===== src/rtl/tlp_vc_arbiter_pkg.sv =====
// Shared definitions for the TLP virtual-channel arbiter.
// VC count, index width, FSM state and VC index constants.
package tlp_vc_arbiter_pkg;

  localparam int NUM_VC = 4;
  localparam int VC_W   = 2;

  typedef enum logic {
    ST_IDLE  = 1'b0,
    ST_SERVE = 1'b1
  } arb_st_e;

  localparam logic [VC_W-1:0] VC0 = 2'd0;
  localparam logic [VC_W-1:0] VC1 = 2'd1;
  localparam logic [VC_W-1:0] VC2 = 2'd2;
  localparam logic [VC_W-1:0] VC3 = 2'd3;

  // One-hot strobe for a VC index.
  function automatic logic [NUM_VC-1:0] vc_onehot(
    input logic [VC_W-1:0] idx
  );
    logic [NUM_VC-1:0] oh;
    oh      = '0;
    oh[idx] = 1'b1;
    return oh;
  endfunction

endpackage


===== src/rtl/tlp_vc_arbiter_rr_pick4.sv =====
// Combinational 4-way round-robin finder (module rr_pick4).
// Returns the first set req bit searching upward from start, with wrap.
module rr_pick4
  import tlp_vc_arbiter_pkg::*;
(
  input  logic [NUM_VC-1:0] req,
  input  logic [VC_W-1:0]   start,
  output logic              found,
  output logic [VC_W-1:0]   idx
);

  logic [VC_W-1:0] w_cand;

  // Scan from the farthest offset down so the nearest hit wins.
  always_comb begin
    found  = |req;
    idx    = start;
    w_cand = start;
    for (int k = NUM_VC - 1; k >= 0; k--) begin
      w_cand = start + VC_W'(k);
      if (req[w_cand]) begin
        idx = w_cand;
      end
    end
  end

endmodule


===== src/rtl/tlp_vc_arbiter.sv =====
// Round-robin burst scheduler of four VC FIFOs onto one TLP egress.
// Optional per-VC word counters when VCARB_STATS_EN is defined.
module tlp_vc_arbiter
  import tlp_vc_arbiter_pkg::*;
#(
  parameter int DW    = 10,
  parameter int BURST = 4
) (
  input  logic                 clk,
  input  logic                 reset,
  input  logic                 enable,
  input  logic                 halt,
  input  logic [NUM_VC-1:0]    fifo_empty,
  input  logic [NUM_VC-1:0]    pause,
  input  logic [NUM_VC*DW-1:0] data_in,
  output logic [NUM_VC-1:0]    pop,
  output logic                 valid_out,
  output logic [DW-1:0]        data_out,
  output logic [VC_W-1:0]      vc_out,
  output logic                 idle
`ifdef VCARB_STATS_EN
  ,
  input  logic                 stats_clr,
  output logic [NUM_VC*16-1:0] word_cnt
`endif
);

  localparam logic [3:0] BURST_L = 4'(BURST);

  arb_st_e           r_st;
  logic [VC_W-1:0]   r_grant;
  logic [VC_W-1:0]   r_last;
  logic [3:0]        r_burst_cnt;
  logic              r_valid_out;
  logic [VC_W-1:0]   r_vc_out;

  logic [NUM_VC-1:0] w_elig;
  logic [VC_W-1:0]   w_start;
  logic              w_found;
  logic [VC_W-1:0]   w_pick;
  logic              w_cont;
  logic [VC_W-1:0]   w_pop_idx;
  logic              w_any_pop;

  // Eligibility; reset forces everything ineligible so pop settles low.
  always_comb begin
    w_elig = {NUM_VC{enable & ~halt & ~reset}}
           & ~fifo_empty & ~pause;
  end

  // Search origin: after last served VC when idle, after grant when serving.
  always_comb begin
    w_start = (r_st == ST_IDLE) ? (r_last + 2'd1)
                                : (r_grant + 2'd1);
  end

  rr_pick4 u_pick (
    .req   (w_elig),
    .start (w_start),
    .found (w_found),
    .idx   (w_pick)
  );

  // Keep popping the granted VC while eligible and under the burst cap.
  always_comb begin
    w_cont = (r_st == ST_SERVE)
           && w_elig[r_grant]
           && (r_burst_cnt < BURST_L);
  end

  // Mealy pop strobe: continue current grant or start a fresh pick.
  always_comb begin
    pop       = '0;
    w_pop_idx = w_pick;
    w_any_pop = 1'b0;
    if (w_cont) begin
      pop       = vc_onehot(r_grant);
      w_pop_idx = r_grant;
      w_any_pop = 1'b1;
    end else if (w_found) begin
      pop       = vc_onehot(w_pick);
      w_pop_idx = w_pick;
      w_any_pop = 1'b1;
    end
  end

  // Grant FSM with zero-bubble rotation and saturating burst count.
  always_ff @(posedge clk or posedge reset) begin
    if (reset) begin
      r_st        <= ST_IDLE;
      r_grant     <= VC0;
      r_last      <= VC3;
      r_burst_cnt <= 4'd0;
    end else begin
      unique case (r_st)
        ST_IDLE: begin
          if (w_found) begin
            r_st        <= ST_SERVE;
            r_grant     <= w_pick;
            r_burst_cnt <= 4'd1;
          end
        end
        ST_SERVE: begin
          if (w_cont) begin
            if (r_burst_cnt != 4'hF) begin
              r_burst_cnt <= r_burst_cnt + 4'd1;
            end
          end else if (w_found) begin
            r_last      <= r_grant;
            r_grant     <= w_pick;
            r_burst_cnt <= 4'd1;
          end else begin
            r_st   <= ST_IDLE;
            r_last <= r_grant;
          end
        end
        default: begin
          r_st <= ST_IDLE;
        end
      endcase
    end
  end

  // Output stage: tag arrives with the word one cycle after the pop.
  always_ff @(posedge clk or posedge reset) begin
    if (reset) begin
      r_valid_out <= 1'b0;
      r_vc_out    <= VC0;
    end else begin
      r_valid_out <= w_any_pop;
      if (w_any_pop) begin
        r_vc_out <= w_pop_idx;
      end
    end
  end

  // Word mux driven by the registered VC select.
  always_comb begin
    data_out = data_in[DW-1:0];
    unique case (r_vc_out)
      VC0: data_out = data_in[0*DW +: DW];
      VC1: data_out = data_in[1*DW +: DW];
      VC2: data_out = data_in[2*DW +: DW];
      VC3: data_out = data_in[3*DW +: DW];
      default: data_out = data_in[DW-1:0];
    endcase
  end

  assign valid_out = r_valid_out;
  assign vc_out    = r_vc_out;
  assign idle      = ~|w_elig;

`ifdef VCARB_STATS_EN
  logic [15:0] r_word_cnt [NUM_VC];

  // Per-VC delivered word counters; clear beats increment.
  always_ff @(posedge clk or posedge reset) begin
    if (reset) begin
      for (int i = 0; i < NUM_VC; i++) begin
        r_word_cnt[i] <= 16'h0;
      end
    end else begin
      for (int i = 0; i < NUM_VC; i++) begin
        if (stats_clr) begin
          r_word_cnt[i] <= 16'h0;
        end else if (r_valid_out
                     && (r_vc_out == VC_W'(i))
                     && (r_word_cnt[i] != 16'hFFFF)) begin
          r_word_cnt[i] <= r_word_cnt[i] + 16'd1;
        end
      end
    end
  end

  // Flatten counters onto the output bus.
  always_comb begin
    word_cnt = '0;
    for (int i = 0; i < NUM_VC; i++) begin
      word_cnt[i*16 +: 16] = r_word_cnt[i];
    end
  end
`endif

endmodule


===== config.mk =====
export PLATFORM = sky130hd
export DESIGN_NAME = tlp_vc_arbiter
export DESIGN_NICKNAME = d
export VERILOG_FILES = /design/src/rtl/tlp_vc_arbiter_pkg.sv /design/src/rtl/tlp_vc_arbiter_rr_pick4.sv /design/src/rtl/tlp_vc_arbiter.sv
export SDC_FILE = /design/constraint.sdc
export NUM_CORES = 1
export LEC_CHECK = 0
export ABC_AREA = 1
export BUFFER_PORTS_ARGS = -buffer_cell sky130_fd_sc_hd__buf_4
export CAP_MARGIN = 5
export CORE_MARGIN = 8
export CORE_UTILIZATION = 44
export DETAILED_ROUTE_END_ITERATION = 6
export GPL_ROUTABILITY_DRIVEN = 0
export PLACE_DENSITY = 0.8
export SYNTH_ARGS = -nofsm -noshare
export SYNTH_HDL_FRONTEND = slang
export SYNTH_SLANG_ARGS = --single-unit
export TNS_END_PERCENT = 10

===== constraint.sdc =====
create_clock -name clk -period 1.9 [get_ports clk]
set_clock_uncertainty 0.15 [all_clocks]
set_input_delay 0.095 -clock clk [delete_from_list [all_inputs] [get_ports clk]]
set_output_delay 0.095 -clock clk [all_outputs]
set_load 0.02 [all_outputs]

==> qor.csv, run 1 <==
stage,metric,value,unit
outcome,status,"finished, violations left",
outcome,violations,negative setup slack,
global_route,antenna_found_initial,0,
synth,synthMuxAreaShare,0,
timing,report.final.setup_viol,6,
job,cap_violations,0,
drt,wire_per_inst,13.62,um
setup_path,path_class,register to primary output,
clock_tree,cts_tree,done,
pwr,leakage,1.092,nW
drt,drt_pre_antenna_iters,4,
timing,min_period_over_period,1.152,
synth,synth_top_family_by_area,simple AND/OR/NAND/NOR gates,
final_layout,diodes,0,
global_route,grt.overflow.total,0,
final_layout,n_fill_cell,235,
drt,m1WireLength,1708,um
synth,ys_seq_area_frac,0.2492,
setup_path,cp-end-kind,primary output,
synth,synth_ff_type,dfrtp_1,
clock_tree,worstSkewPairLatency,0.27,ns
setup_path,crit_arrival,1.94,ns
placed_design,dp_hpwl,3573,um
synth,synth-edff-count,0,
floorplan,die_area,4698,um2
clock_tree,htreeDepth,1,
final_layout,layout_commonest_cell,nand2_1,
floorplan,fp.dieH,68.55,um
global_route,grt_usage,0.1869,
synth,synth_fp_nets,260,
floorplan,dieWidth,68.55,um
clock_tree,cts_made_buffers,3,
drt,wl_met2,2192,um
synth,yosysUniqueCellTypes,28,
placed_design,numPortBuffers,69,
clock_tree,cts_buffer_depth,2,
floorplan,io_pins,70,
timing,finalMaxSlewViolations,0,
global_route,grt_first_pass_wirelength,6969,um
synth,yosys_warnings,0,
final_layout,fin_nets,350,
timing,grt_setup_unrepaired,true,
timing,fin_crit,2.189,ns
floorplan,initial_core_util,0.4523,
timing,final_hold_viol_count,0,
synth,synth_compound_area_frac,0.06797,
setup_path,required,1.65,ns
global_route,grt_max_degree,13,
pwr,cellPowerDensity,1364,nW/um2
timing,tightestPinTransition,0.4826,ns
drt,postRouteAntennaNets,0,
timing,setup-tns-final,-1.336,ns
drt,routed_wl,4453,um
drt,met3WireLength,516,um
synth,synthXorXnorAreaFrac,0,
setup_path,start_kind,register,
timing,fmax,0.4568,GHz
synth,synth_fa_ha_area_frac,0.01030,
clock_tree,cts.sinks,12,
drt,highest_layer,met4,
drt,drt-initial-drc-count,92,
final_layout,final_cell_mix,"nand2_1, buf_4, inv_1, nand3_1, nand2_2",
floorplan,num_rows,19,
synth,synthSimpleGateAreaFrac,0.5850,
floorplan,coreArea,2686,um2
global_route,grt_pass1_vias,1523,
clock_tree,cts_root_buf,clkbuf_4,
timing,max_slew_margin,0.6779,
drt,viasPerCell,5.021,
min_path,hold_class,input pin to register,
setup_path,critPathMaxFanout,6,
pwr,ir_worst_vdd,0.9575,mV
drt,vias,1642,
clock_tree,path_clk_slew,0.08,ns
synth,synthCells,207,
timing,fin_ws,-0.2890,ns
synth,syn-mean-instance-area,5.869,um2
timing,whs,0.1062,ns
final_layout,syn_to_final_growth,62.10,%
drt,drc_errors,0,
synth,ys_ff_latch,12,
synth,syn-cell-area,1215,um2
setup_path,rrSetupSlack,-0.12,ns
synth,async_flop_share,1.000,
final_layout,drive_gt1_frac,0.4324,
## sequential cells by signal, summed over array words and instances (netlist names)
| name | flops |
|---|---|
| r_last | 2 |
| vc_out | 2 |
| r_burst_cnt | 4 |
| r_st | 1 |
| r_grant | 2 |
| valid_out | 1 |
## synth_stat cells, types with 2 or more instances
cell     number  area share
inv_1        16       0.049
a22o_1        2       0.014
nor2_1       13       0.040
nand2_1      95        0.29
dfrtp_1      10        0.21
o21ai_0       4       0.016
nand3_1      16       0.066
nand2_2      12       0.062
nor3_1        2      0.0082
inv_2         5       0.015
nor2_2        2       0.010
o21ai_2       2       0.014
nand4_1      11       0.057
inv_4         2       0.010
dfstp_2       2       0.043
## metal layers
layer / up-vias / track usage
met2: 77 / 0.3333
met3: 2 / 0.04200
met5: - / 0
met4: 0 / 0.06138
li1: 840 / -
met1: 723 / 0.2147
## path summary, 6_finish.rpt
check | depth (start not counted) | end | start
max reg2reg | 17 | vc_out[0] | r_last[0]
min reg2reg | 2 | r_last[1] | r_last[1]
min | 4 | r_st | pause[3]
max | 16 | pop[1] | r_last[0]
min in group asynchronous | 3 | r_burst_cnt[3] | reset
max in group asynchronous | 3 | r_grant[0] | reset
## cells by family after synthesis
| group | count (synthesis) |
|---|---|
| AOI/OAI and AO/OA | 12 |
| adders and majority gates | 1 |
| and+or+nand+nor | 157 |
| buffers and inverters | 25 |
| DFF | 12 |
## repair_timing
action	CTS	global route
pin swaps	4	1
buffers inserted	3	2
resized for setup	8	7
setup endpoints to repair	4	6
hold buffers	1	0
hold endpoints to repair	10	0
## worst max-delay path: stages, from the launching register on
cell	delay (ns)
dfstp_2	0.57
inv_2	0.04
nand2_2	0.07
nand2_4	0.07
nand2_2	0.08
nand2_4	0.06
inv_4	0.07
nand2_2	0.05
nand2_2	0.07
nand2_1	0.06
nand2_1	0.08
nand2_1	0.07
nand2_2	0.07
inv_1	0.04
nand2_1	0.06
nand2_1	0.04
buf_4	0.15
## power by group
group          internal (mW)  total [mW]  switching, mW
registers              0.357       0.460          0.103
logic                  0.856        2.02           1.17
clock network          0.116       0.204         0.0880
## layout make-up
class / instances / area, um2 / area share
sequential: 12 / 306.5 / 0.1557
timing repair buffer: 86 / 659.4 / 0.3348
inverter: 24 / 97.59 / 0.04956
clock buffer: 4 / 36.28 / 0.01842
multi-input combinational: 170 / 830.8 / 0.4219
tap: 31 / 38.79 / 0.01970
## stage by stage
stage          total power [mW]  std cells  setup WS, ns  area [um2]    util
5_1_grt                   2.931        327       -0.4300        1969  0.7331
4_1_cts                   2.624        325       -0.2871        1934  0.7201
2_1_floorplan             1.654        207        0.1271        1215       -
6_report                  2.686        327       -0.2890        1969  0.7331
3_5_place_dp              2.322        317    -0.0004740        1843  0.6861
3_3_place_gp              2.300        317       0.03476        1843  0.6861
No activity file was read; power rests on OpenSTA's default activity.
==> run 2, diff against run 1 <==
--- a/config.mk
+++ b/config.mk
@@ -15,5 +15,6 @@
 export PLACE_DENSITY = 0.8
 export SYNTH_ARGS = -nofsm -noshare
 export SYNTH_HDL_FRONTEND = slang
+export SYNTH_HIERARCHICAL = 1
 export SYNTH_SLANG_ARGS = --single-unit
 export TNS_END_PERCENT = 10
==> run 2 against run 1 <==
Against the previous run: final area increased by 1.6%; worst setup slack got worse by 0.34 ns; sequential power decreased by 2%; fmax decreased by 14%; sequential cell count unchanged; synthesized area increased by 1.9%; global-route usage decreased by 2.6 points; total power increased by 5.9%; worst hold slack improved by 0.15 ns; the run still ends with negative setup slack left.
==> qor.csv, run 2 <==
stage,metric,value,unit
final_layout,layout_commonest_cell,nand2_1,
clock_tree,cts_tree,done,
pwr,swShare,0.5170,
synth,synth_ff_type,dfrtp_1,
synth,synth.most_common_cell,nand2_1,
floorplan,io_pins,70,
final_layout,fin_nets,349,
floorplan,initial_core_util,0.4566,
setup_path,required,1.65,ns
global_route,grt_usage,0.1605,
global_route,grt_max_degree,13,
floorplan,num_rows,19,
placed_design,place_inst,319,
synth,synth-edff-count,0,
clock_tree,worstSkewPairLatency,0.26,ns
global_route,grt.overflow.total,0,
min_path,hold_class,input pin to asynchronous set/reset pin,
floorplan,die_area,4765,um2
drt,drt_pre_antenna_iters,4,
placed_design,numPortBuffers,69,
setup_path,r2r-start,r_st,
timing,min_period_over_period,1.333,
synth,synthCells,210,
setup_path,crit_arrival,2.29,ns
outcome,violations,negative setup slack,
synth,synth_top_area_frac,0.2973,
drt,routed_wl,4057,um
pwr,power.internal,1.374,mW
timing,fin_crit,2.533,ns
pwr,cellPowerDensity,1422,nW/um2
clock_tree,cts_made_buffers,3,
timing,finalMaxSlewViolations,0,
placed_design,dp_hpwl,3361,um
pwr,power,2.845,mW
final_layout,diodes,0,
pwr,seqPwrFrac,0.159,
final_layout,drive_gt1_frac,0.4184,
synth,synth_fp_nets,263,
floorplan,dieWidth,69.03,um
final_layout,fin_cells,325,
synth,ys_ff_latch,12,
synth,yosysTopAreaCell,nand2_1,
synth,ys_seq_area_frac,0.2447,
setup_path,path_class,register to primary output,
clock_tree,htreeDepth,1,
outcome,status,"finished, violations left",
synth,async_flop_share,1.000,
setup_path,worstRegToRegCells,16,
pwr,pwr-share-clk,0.053,
timing,grt_setup_unrepaired,true,
final_layout,final_cell_mix,"nand2_1, buf_4, nand3_1, inv_1, nand4_1",
synth,synth_area_leaders,"nand2_1, dfrtp_1, nand3_1, nand4_1, inv_1",
final_layout,largest_register,r_burst_cnt,
setup_path,rrSetupSlack,-0.56,ns
clock_tree,cts.sinks,12,
drt,drt-initial-drc-count,93,
pwr,p_comb_frac,0.787,
clock_tree,cts_buffer_depth,2,
synth,syn-mean-instance-area,5.893,um2
global_route,antenna_found_initial,0,
final_layout,seq_area,304.0,um2
drt,viasPerCell,4.855,
final_layout,syn_to_final_growth,61.68,%
floorplan,fp.dieH,69.03,um
timing,fin_ws,-0.6327,ns
setup_path,critPathMaxFanout,6,
drt,drc_errors,0,
timing,tightestPinTransition,0.4605,ns
timing,final_hold_viol_count,0,
job,cap_violations,0,
pwr,ir_worst_vdd,1.059,mV
setup_path,cp-end-kind,primary output,
timing,report.final.setup_viol,8,
drt,postRouteAntennaNets,0,
synth,yosysUniqueCellTypes,27,
synth,yosys_warnings,6,
floorplan,coreArea,2710,um2
setup_path,reg2reg_to,vc_out[0],
synth,syn-cell-area,1237,um2
clock_tree,path_clk_slew,0.07,ns
final_layout,n_fill_cell,232,
drt,wire_per_inst,12.48,um
global_route,grt_pass1_vias,1494,
drt,vias,1578,
setup_path,start_kind,register,
timing,fmax,0.3948,GHz
timing,max_slew_margin,0.6927,
pwr,power_switching,1.471,mW
final_layout,largest_reg_flops,4,
pwr,leakage,1.126,nW
clock_tree,cts_root_buf,clkbuf_4,
final_layout,post-route-util,0.7382,
global_route,grt_first_pass_wirelength,6782,um
final_layout,multi_input_area,869.6,um2
synth,synth_common_cells,"nand2_1, nand3_1, inv_1, nand4_1, dfrtp_1",
-- run 2: changes by cell type in the layout (fill, tap and decap cells not counted), moves of 3 or more --
cell | before | now
nand3_1 | 15 | 22
inv_1 | 15 | 19
nor2_1 | 13 | 9
inv_4 | 3 | 0
nand2_2 | 14 | 11
nand4_1 | 11 | 14
o21ai_0 | 4 | 1
-- run 2: routing by layer --
metal | wire length, um | global-route usage | vias up | part of all wire
li1 | - | - | 832 | -
met2 | 2111 | 0.2869 | 59 | 0.52
met4 | 0 | 0.02733 | 0 | 0
met5 | 0 | 0 | - | 0
met1 | 1710 | 0.1962 | 687 | 0.42
met3 | 236 | 0.02718 | 0 | 0.058
-- run 2: metrics by stage --
step	TNS, ns	cell area (um2)	hold WS [ns]	setup WS [ns]
after global placement	-2.220	1913	-0.003972	-0.3217
after detailed placement	-2.635	1913	0.003875	-0.3775
final	-4.080	2001	0.2527	-0.6327
after floorplan	-0.5188	1296	-0.1917	-0.1241
after CTS	-3.560	1969	0.2652	-0.5981
after global routing	-5.451	2001	0.2989	-0.8313
-- run 2: worst max-delay path, cell delays in order, from the launching register on --
cell,delay [ns]
dfrtp_2,0.44
mux2i_4,0.30
xor2_4,0.23
inv_2,0.08
nand2_1,0.06
nand2_1,0.06
nand2_1,0.09
nand2_1,0.06
nand2_1,0.07
nand2_2,0.06
nand2_1,0.05
nand2_1,0.05
nand2_2,0.11
nand4_1,0.13
nand2_2,0.09
buf_4,0.13
-- run 2: worst max-delay path by stage --
stage | from | end | slack, ns | cells past startpoint
after CTS | r_st | pop[2] | -0.60 | 16
after global placement | r_st | pop[2] | -0.32 | 16
after global routing | r_st | pop[1] | -0.83 | 15
after floorplan | r_st | pop[0] | -0.12 | 15
final | r_st | pop[1] | -0.63 | 15
after detailed placement | r_st | pop[2] | -0.38 | 16
-- run 2: what timing repair did --
item                                    CTS  global route
buffers inserted                          1             1
hold buffers                              1             0
endpoints found under the setup margin    8             8
hold endpoints to repair                 10             0
resized for setup                         5             4
pin swaps                                 6             7
-- run 2: cell families (layout without fill, tap and decap cells) --
family                     after synthesis  in the layout  synth area share
muxes                                    1              1          0.008089
xor gates and xnor gates                 1              1          0.007079
buffers and inverters                   33            117            0.1183
AOI/OAI and AO/OA                        6              6           0.02730
and+or+nand+nor                        156            156            0.5844
DFF                                     12             12            0.2447
adders and majority gates                1              1           0.01011
-- run 2: power by group through the flow --
stage / registers [mW] / logic, mW / clock network (mW)
6_report: 0.453 / 2.24 / 0.152
5_1_grt: 0.466 / 2.49 / 0.166
4_1_cts: 0.450 / 2.16 / 0.155
3_5_place_dp: 0.454 / 2.12 / 0
3_3_place_gp: 0.447 / 2.10 / 0
2_1_floorplan: 0.464 / 1.37 / 0
-- run 2: area by class of cell --
cell class	count	share of cell area
multi-input combinational	165	0.4346
clock buffer	3	0.01126
tap	31	0.01939
inverter	28	0.05503
sequential	12	0.1520
timing repair buffer	86	0.3277
